<file path="config.mk">
export PLATFORM = sky130hd
export DESIGN_NAME = mux4_rr_arbiter
export DESIGN_NICKNAME = d
export VERILOG_FILES = /design/src/rtl/mux4_rr_arbiter_pkg.sv /design/src/rtl/mux4_rr_arbiter_pick.sv /design/src/rtl/mux4_rr_arbiter.sv
export SDC_FILE = /design/constraint.sdc
export NUM_CORES = 1
export LEC_CHECK = 0
export ABC_CLOCK_PERIOD_IN_PS = 4300
export CORE_MARGIN = 2
export CORE_UTILIZATION = 55
export CTS_BUF_LIST = sky130_fd_sc_hd__clkbuf_16
export DETAILED_ROUTE_END_ITERATION = 8
export GPL_TIMING_DRIVEN = 0
export PLACE_DENSITY = 0.82
export SYNTH_ARGS = -nofsm -noshare
export SYNTH_HDL_FRONTEND = slang
export SYNTH_HIERARCHICAL = 1
export SYNTH_SLANG_ARGS = --single-unit
</file>
<file path="constraint.sdc">
create_clock -name clk -period 4.3 [get_ports clk]
set_clock_uncertainty 0.05 [all_clocks]
set_input_delay 0.86 -clock clk [delete_from_list [all_inputs] [get_ports clk]]
set_output_delay 0.86 -clock clk [all_outputs]
set_load 0.03 [all_outputs]
</file>
<file path="src/rtl/mux4_rr_arbiter_pkg.sv">
// Shared types and constants for the four-way round-robin mux arbiter.
package mux4_rr_arbiter_pkg;

  localparam int NREQ  = 4;
  localparam int SEL_W = 2;
  localparam int CNT_W = 4;

  typedef enum logic {
    ST_IDLE  = 1'b0,
    ST_GRANT = 1'b1
  } arb_state_e;

  // Convert a requester index into its one-hot grant vector.
  function automatic logic [NREQ-1:0] idx_to_onehot(input logic [SEL_W-1:0] idx);
    logic [NREQ-1:0] vec;
    vec = {{(NREQ-1){1'b0}}, 1'b1} << idx;
    return vec;
  endfunction

endpackage

</file>
<file path="src/rtl/mux4_rr_arbiter_pick.sv">
// Rotating-priority picker: first asserted request starting at ptr, wrapping mod 4.
module rr_pick4
  import mux4_rr_arbiter_pkg::*;
(
  input  logic [NREQ-1:0]  req,
  input  logic [SEL_W-1:0] ptr,
  output logic             found,
  output logic [SEL_W-1:0] idx
);

  logic [2*NREQ-1:0] req2_s;
  logic [NREQ-1:0]   rot_s;
  logic [SEL_W-1:0]  off_s;

  // Rotate the request vector so bit 0 is the current highest-priority slot.
  assign req2_s = {req, req};
  assign rot_s  = NREQ'(req2_s >> ptr);

  // Fixed-priority search on the rotated vector, then undo the rotation.
  always_comb begin
    found = 1'b1;
    off_s = 2'd0;
    casez (rot_s)
      4'b???1: off_s = 2'd0;
      4'b??10: off_s = 2'd1;
      4'b?100: off_s = 2'd2;
      4'b1000: off_s = 2'd3;
      default: begin
        found = 1'b0;
        off_s = 2'd0;
      end
    endcase
    idx = ptr + off_s;
  end

endmodule

</file>
<file path="src/rtl/mux4_rr_arbiter.sv">
// Round-robin arbiter owning the select lines of a shared 4:1 datapath mux.
// A grant lasts until the owner drops its request or MAX_HOLD beats have
// been accepted; priority then moves to the index after the old owner.
module mux4_rr_arbiter
  import mux4_rr_arbiter_pkg::*;
#(
  parameter int unsigned MAX_HOLD = 4
) (
  input  logic             clk,
  input  logic             rst,
  input  logic [NREQ-1:0]  req,
  input  logic             out_ready,
  output logic [NREQ-1:0]  gnt,
  output logic [SEL_W-1:0] sel,
  output logic             out_valid,
  output logic             busy
);

  arb_state_e       state_q, state_d;
  logic [SEL_W-1:0] owner_q, owner_d;
  logic [SEL_W-1:0] ptr_q, ptr_d;
  logic [CNT_W-1:0] cnt_q, cnt_d;
  logic [NREQ-1:0]  gnt_q, gnt_d;

  logic             pick_found_s;
  logic [SEL_W-1:0] pick_idx_s;
  logic             in_grant_s;
  logic             valid_s;
  logic             beat_s;
  logic             last_beat_s;
  logic             release_s;

  rr_pick4 u_pick (
    .req   (req),
    .ptr   (ptr_q),
    .found (pick_found_s),
    .idx   (pick_idx_s)
  );

  // Beat and release qualifiers derived from registered grant state.
  always_comb begin
    in_grant_s  = (state_q == ST_GRANT);
    valid_s     = in_grant_s && req[owner_q];
    beat_s      = valid_s && out_ready;
    last_beat_s = beat_s && (cnt_q == CNT_W'(MAX_HOLD - 1));
    release_s   = in_grant_s && (!req[owner_q] || last_beat_s);
  end

  // Next-state logic: arbitrate in IDLE, count beats and release in GRANT.
  always_comb begin
    state_d = state_q;
    owner_d = owner_q;
    ptr_d   = ptr_q;
    cnt_d   = cnt_q;
    gnt_d   = gnt_q;
    case (state_q)
      ST_IDLE: begin
        if (pick_found_s) begin
          state_d = ST_GRANT;
          owner_d = pick_idx_s;
          gnt_d   = idx_to_onehot(pick_idx_s);
          cnt_d   = 4'd0;
        end else begin
          state_d = ST_IDLE;
        end
      end
      ST_GRANT: begin
        if (release_s) begin
          state_d = ST_IDLE;
          gnt_d   = 4'b0000;
          ptr_d   = owner_q + 2'd1;
          cnt_d   = 4'd0;
        end else if (beat_s) begin
          cnt_d = cnt_q + 4'd1;
        end else begin
          cnt_d = cnt_q;
        end
      end
      default: begin
        state_d = ST_IDLE;
        gnt_d   = 4'b0000;
        cnt_d   = 4'd0;
      end
    endcase
  end

  // State registers; reset clears everything and drops any beat in flight.
  always_ff @(posedge clk or posedge rst) begin
    if (rst) begin
      state_q <= ST_IDLE;
      owner_q <= 2'd0;
      ptr_q   <= 2'd0;
      cnt_q   <= 4'd0;
      gnt_q   <= 4'b0000;
    end else begin
      state_q <= state_d;
      owner_q <= owner_d;
      ptr_q   <= ptr_d;
      cnt_q   <= cnt_d;
      gnt_q   <= gnt_d;
    end
  end

  assign gnt       = gnt_q;
  assign sel       = owner_q;
  assign busy      = in_grant_s;
  assign out_valid = valid_s;

endmodule

</file>
# Word level (Yosys, flattened, before mapping)
# Cells that the tools add are included.
# classes
add_sub_neg	3
n_lt_le_gt_ge	1
n_eq_ne	7
shift	2
muxes	14
bitwise_logic	1
reduce_logical	11
# op_table
op	n
two-way mux 4 bit	5
one-hot mux 4 bit (2 select lines)	2
AND reduction 2 bit	4
right shift 8 x 2 -> 4 bit	1
one-hot mux 2 bit (3 select lines)	1
adder 4 x 1 -> 4 bit (second input constant)	1
== test 4 x 2 -> 1 bit (second input constant)	1
== test 4 bit (second input constant)	1
logical AND 1 bit	4
two-way mux 1 bit	4
OR reduction 4 bit	1
left shift 1 x 2 -> 4 bit (first input constant)	1
== test 3 bit (second input constant)	1
less-than comparator 2 x 3 -> 1 bit (second input constant)	1
!= test 3 x 1 -> 1 bit (second input constant)	1
adder 2 x 1 -> 2 bit (second input constant)	1
adder 2 bit	1
binary-select mux 1 bit (select 2 bit)	1
== test 2 bit (second input constant)	1
!= test 2 x 1 -> 1 bit (second input constant)	1
!= test 2 bit (second input constant)	1
one-hot mux 1 bit (2 select lines)	1
logical NOT 1 bit	1
logical OR 1 bit	1
NOT 1 bit	1
# word_totals
reg_bits	13
inputBits	7
output_inout_bits	8
word_cells	44

# Logic depth before layout (Yosys ltp)
# Gate-level depths: netlist of run 1.
# depth
depth_word	9
ltp_mapped	11

# Hierarchy
# The synthesis of run 1 kept the hierarchy.
# by_module_without_submodules
module	instances	cells_per_inst	area_each_um2
mux4_rr_arbiter	1	61	688.2
rr_pick4	1	25	183.9

# Least setup slack after synthesis of run 1
# No wires, ideal clock.
# synth_path
path_type	input -> output
from	input req[3]
to	output out_valid
arrival_time_ns	1.702
required_time_ns	3.390
path_slack_ns	1.688
cell_stages	2
path_buffers	0
cell_sequence	mux4_2 -> and2_1
# synth_via
elab_chain_len	3
# synth_lines
element	line_no	rtl
start: declaration	mux4_rr_arbiter.sv:11	input logic [NREQ-1:0] req,
binary-select mux 1 bit (select 2 bit)	mux4_rr_arbiter.sv:43	valid_s = in_grant_s && req[owner_q];
two-way mux 1 bit (implied by the code)	mux4_rr_arbiter.sv:43	
logical AND 1 bit	mux4_rr_arbiter.sv:43	
end: declaration	mux4_rr_arbiter.sv:15	output logic out_valid,
# No other way between the ends. The select of a mux whose other input is x is not followed.

# Worst setup path after layout of run 1
# Same ends and word-level chain as after synthesis.

==> results of run 1 <==
==> registers in the layout (all words and copies together), names as in the netlist <==
signal,cells
cnt_q,4
gnt,4
ptr_q,2
sel,2
busy,1
==> Yosys cell counts (2+ instances only) <==
library cell	instances	share of area, %
mux2i_1	3	3.4
ha_1	2	2.9
nand2_1	4	1.7
mux2_1	3	3.9
xnor2_1	2	2.0
nor3b_1	2	1.7
o21ai_0	4	2.3
nor2_1	5	2.2
a22o_1	3	3.0
nand3b_1	4	3.4
inv_1	8	3.4
dfrtp_1	13	37
a21oi_1	2	1.1
nand4_1	3	2.2
==> stage by stage <==
stage               instances  cell area (sq um)
finish                    120               1110
CTS                       120               1110
global route              120               1110
detailed placement        116               1030
floorplan                  86                872
global placement          116               1030
==> metal layers <==
layer  part of all wire [%]  vias up  track usage (%)
li1                       -      359                -
met1                     43      375             27.7
met2                     51       19             40.0
met3                    4.3        4             5.00
met4                    1.5        0             10.9
met5                      0        -                0
==> area by class of cell <==
type	instances	area, sq um	share of cell area, %
Clock buffer	3	75.1	6.75
Inverter	8	30.0	2.70
Clock inverter	1	5.00	0.450
Multi-Input combinational cell	63	502	45.1
Timing Repair Buffer	14	140	12.6
Sequential cell	13	325	29.2
Buffer	2	15.0	1.35
Tap cell	16	20.0	1.80
==> power by group through the flow <==
stage	combinational [mW]	sequential [mW]	clock, mW
6_report	0.450	0.215	0.179
2_1_floorplan	0.287	0.251	0
3_3_place_gp	0.434	0.214	0
3_5_place_dp	0.447	0.217	0
4_1_cts	0.452	0.215	0.181
5_1_grt	0.493	0.220	0.186
==> final timing paths <==
kind / cells after the start / start / to
max in group asynchronous: 2 / rst / gnt[0]$_DFFE_PP0P_
min in group asynchronous: 2 / rst / sel[0]$_DFFE_PP0P_
worst min-delay path: 1 / cnt_q[0]$_DFFE_PP0P_ / cnt_q[0]$_DFFE_PP0P_
worst max register to register: 10 / ptr_q[1]$_DFFE_PP0P_ / gnt[1]$_DFFE_PP0P_
worst min register to register: 1 / cnt_q[0]$_DFFE_PP0P_ / cnt_q[0]$_DFFE_PP0P_
worst max-delay path: 4 / req[3] / out_valid
==> critical path, cell delays in order <==
cell	delay, ns
clkdlybuf4s50_1	0.56
mux4_2	0.66
and2_1	0.22
clkdlybuf4s50_1	0.59
==> kinds of logic after synthesis <==
kind of cell	synth area share, %
compound gates	19.2
xor+xnor	3.01
fa+ha+maj	2.87
buf+inv	5.16
flops	37.3
mux	11.6
simple gates	20.8
==> results.py, run 1 <==
metrics = {
    "yosys": {
        "synthFlopType": "dfrtp_1",
        "syn_area_sq_um": 872,
        "syn_nets": 95,
        "ys_seq_area_share_pct": 37.3,
        "ys_seq_elements": 13,
        "ys.warnings.count": 6,
        "synth_area_per_cell_sq_um": 10.1,
        "synthArstFlopShare_pct": 100,
        "ys_types": 42,
        "synth-edff-count": 0,
        "syn_inst": 86,
    },
    "placement": {
        "io_buffers": 14,
        "pre_cts_slack_ns": 0.517,
        "place_hpwl_um": 1350,
        "gp_congestion": 0.797,
    },
    "power_and_ir_drop": {
        "total_power_uw": 844,
        "sw_frac_of_total_pct": 40.5,
        "leakage_nw": 0.480,
        "power.internal_uw": 502,
        "clockPowerShare_pct": 21.2,
        "ir_worst_vdd_mv": 0.494,
        "power_frac_seq_pct": 25.4,
        "power.switching_uw": 342,
        "p_per_area_nw_per_um2": 759,
        "p_comb_share_pct": 53.3,
    },
    "cells_and_area": {
        "final_util_pct": 74.7,
        "fillCellCount": 96,
        "antennaDiodeCount": 0,
        "area_delta_synth_final_pct": 27.5,
        "final_common_cell": "clkdlybuf4s50_1",
        "drive_above_1_share_pct": 9.62,
        "most-common-layout-cells": "14 x clkdlybuf4s50_1, 13 x dfrtp_1, 8 x inv_1",
        "finalNetCount": 114,
    },
    "floorplan": {
        "dieArea_sq_um": 1920,
        "coreArea_sq_um": 1490,
        "fp-row-count": 14,
        "num_io_pins": 15,
        "start_util_pct": 58.6,
        "die_w_um": 43.8,
        "die_y_um": 43.8,
    },
    "clock_network": {
        "cts_buffer_depth": 2,
        "cts_buffers": 3,
        "cts-htree-levels": 1,
        "cts_root_buf": "clkbuf_16",
        "cts_sinks": 13,
        "path_clk_slew_ns": 0.05,
        "cts_hold_buf": 0,
        "clk-insertion-delay-late_ns": 0.25,
        "cts_tree": "built",
        "cts-resized-gates": 0,
        "cts_setup_buffers": 0,
    },
    "sta": {
        "worst_slack_ns": 0.489,
        "max_slew_margin_pct": 65.3,
        "fin_crit_ns": 3.81,
        "tns_ns": 0,
        "holdWs_ns": 0.464,
        "worst_slew_pin_slew_ns": 0.520,
        "drv_slew": 0,
        "fmaxAchievable_mhz": 262,
        "final-hold-violation-count": 0,
        "rsz0062_at_grt": "no",
        "period_share_pct": 88.6,
        "finalSetupViolations": 0,
    },
    "critical_path": {
        "path_max_fanout": 10,
        "cp.required_ns": 3.39,
        "rrSetupSlack_ns": 1.90,
        "crit_path_start_kind": "input pin",
        "end_kind": "output pin",
        "crit_type": "input pin to output pin",
        "critPathArrivalTime_ns": 2.90,
    },
    "grt": {
        "grt_pass1_wl_um": 3250,
        "grt_max_degree": 14,
        "grt_pass1_vias": 724,
        "grt_usage_pct": 23.4,
        "antenna_found_initial": 0,
        "grt_remaining_overflow": 0,
    },
    "detailed_routing": {
        "vias": 757,
        "drt_wl_total_um": 1920,
        "drc": 0,
        "wl_per_cell_um": 16.0,
        "drt_iter0_drc": 17,
        "drt_pass1_iterations": 4,
        "ant_nets": 0,
        "routed_via_density": 6.31,
    },
    "hold_path": {
        "worstHoldPathType": "register to register",
    },
    "run_status": {
        "outcome": "complete, no violations",
    },
    "run": {
        "maxCapViolations": 0,
    },
}
(Power assumes the default switching activity.)
==> run 2, diff against run 1 <==
- CAP_MARGIN: default -> 10
- CORE_UTILIZATION: 55 -> 43
- PLACE_DENSITY: 0.82 -> 0.67
==> results.py, run 2 (synthesis gave the netlist of run 1 again) <==
metrics = {
    "detailed_routing": {
        "ant_nets": 0,
        "drc": 0,
        "routed_via_density": 5.49,
        "drt_iter0_drc": 17,
        "vias": 719,
        "drt_wl_total_um": 1780,
        "drt_pass1_iterations": 4,
        "wl_per_cell_um": 13.6,
    },
    "sta": {
        "period_share_pct": 88.2,
        "rsz0062_at_grt": "no",
        "holdWs_ns": 0.465,
        "fin_crit_ns": 3.79,
        "final-hold-violation-count": 0,
        "fmaxAchievable_mhz": 264,
        "max_slew_margin_pct": 67.5,
        "drv_slew": 0,
        "worst_slack_ns": 0.506,
        "finalSetupViolations": 0,
        "tns_ns": 0,
        "worst_slew_pin_slew_ns": 0.487,
    },
    "floorplan": {
        "num_io_pins": 15,
        "die_w_um": 49.0,
        "start_util_pct": 44.9,
        "die_y_um": 49.0,
        "dieArea_sq_um": 2400,
        "fp-row-count": 16,
        "coreArea_sq_um": 1940,
    },
    "hold_path": {
        "hp-start": "cnt_q[0]$_DFFE_PP0P_",
        "worstHoldPathType": "register to register",
    },
    "critical_path": {
        "cp.required_ns": 3.39,
        "crit_path_start_kind": "input pin",
        "critPathCapture": "out_valid",
        "critical_path.startpoint": "req[3]",
        "reg2reg_to": "gnt[1]$_DFFE_PP0P_",
        "r2r-start": "ptr_q[1]$_DFFE_PP0P_",
        "rrSetupSlack_ns": 1.91,
        "end_kind": "output pin",
        "path_max_fanout": 10,
        "critPathArrivalTime_ns": 2.88,
        "crit_type": "input pin to output pin",
        "ff2ff_path_depth": 10,
    },
    "power_and_ir_drop": {
        "leakage_nw": 0.480,
        "clockPowerShare_pct": 20.5,
        "sw_frac_of_total_pct": 40.1,
        "power_frac_seq_pct": 25.8,
        "total_power_uw": 836,
        "power.switching_uw": 335,
        "p_comb_share_pct": 53.7,
        "power.internal_uw": 501,
        "ir_worst_vdd_mv": 0.556,
        "p_per_area_nw_per_um2": 742,
    },
    "clock_network": {
        "cts_root_buf": "clkbuf_16",
        "cts_tree": "built",
        "cts-resized-gates": 0,
        "cts-htree-levels": 1,
        "cts_hold_buf": 0,
        "clk-insertion-delay-late_ns": 0.24,
        "cts_setup_buffers": 0,
        "cts_buffers": 3,
        "path_clk_slew_ns": 0.04,
        "cts_sinks": 13,
        "cts_buffer_depth": 2,
    },
    "placement": {
        "io_buffers": 14,
        "gp_congestion": 0.787,
        "pre_cts_slack_ns": 0.512,
        "place_hpwl_um": 1320,
    },
    "run_status": {
        "outcome": "complete, no violations",
    },
    "grt": {
        "grt_max_degree": 14,
        "grt_pass1_vias": 701,
        "grt_pass1_wl_um": 3220,
        "antenna_found_initial": 0,
        "grt_usage_pct": 17.5,
        "grt_remaining_overflow": 0,
    },
    "cells_and_area": {
        "most-common-layout-cells": "14 x clkdlybuf4s50_1, 13 x dfrtp_1, 8 x inv_1",
        "area_delta_synth_final_pct": 29.1,
        "antennaDiodeCount": 0,
        "finalNetCount": 114,
        "final_util_pct": 58.0,
        "drive_above_1_share_pct": 9.62,
        "final_common_cell": "clkdlybuf4s50_1",
    },
    "run": {
        "maxCapViolations": 0,
    },
}
[run 2: cell counts in the layout (fill, tap and decap cells not counted)]
No cell type changed its count.
[run 2: final cells by class]
class	count	area, sq um
fill	188	816
clock inverter	1	5.00
inverter	8	30.0
tap	27	33.8
sequential	13	325
clock buffer	3	75.1
buffer	2	15.0
multi-input combinational	63	502
timing repair buffer	14	140
[run 2: worst max-delay path, stage by stage]
cell,delay [ns]
clkdlybuf4s50_1,0.56
mux4_2,0.66
and2_1,0.22
clkdlybuf4s50_1,0.59
[run 2: worst min path at each step]
stage                            to  slack (ns)  cells after the start
4_1_cts        cnt_q[0]$_DFFE_PP0P_        0.47                      1
5_1_grt          gnt[2]$_DFFE_PP0P_        0.49                      1
6_report       cnt_q[0]$_DFFE_PP0P_        0.46                      1
3_3_place_gp   cnt_q[0]$_DFFE_PP0P_        0.45                      1
3_5_place_dp     gnt[3]$_DFFE_PP0P_        0.46                      2
2_1_floorplan  cnt_q[0]$_DFFE_PP0P_        0.43                      1
[run 2: per-stage QoR]
step           instance area [sq um]  std cells
5_1_grt                         1130        131
6_report                        1130        131
2_1_floorplan                    872         86
3_5_place_dp                    1050        127
4_1_cts                         1130        131
3_3_place_gp                    1050        127
[run 2: layer usage]
layer	global-route usage, %	part of all wire, %
met1	22.8	49
met5	0	0
met4	4.29	0
met2	28.3	48
met3	5.52	3.1
[run 2: power by group through the flow]
| stage | clock network (mW) | registers, mW | logic, mW |
|---|---|---|---|
| after floorplan | 0 | 0.251 | 0.287 |
| after global placement | 0 | 0.215 | 0.435 |
| after detailed placement | 0 | 0.218 | 0.446 |
| after CTS | 0.176 | 0.215 | 0.450 |
| after global routing | 0.183 | 0.223 | 0.493 |
| final | 0.172 | 0.216 | 0.448 |
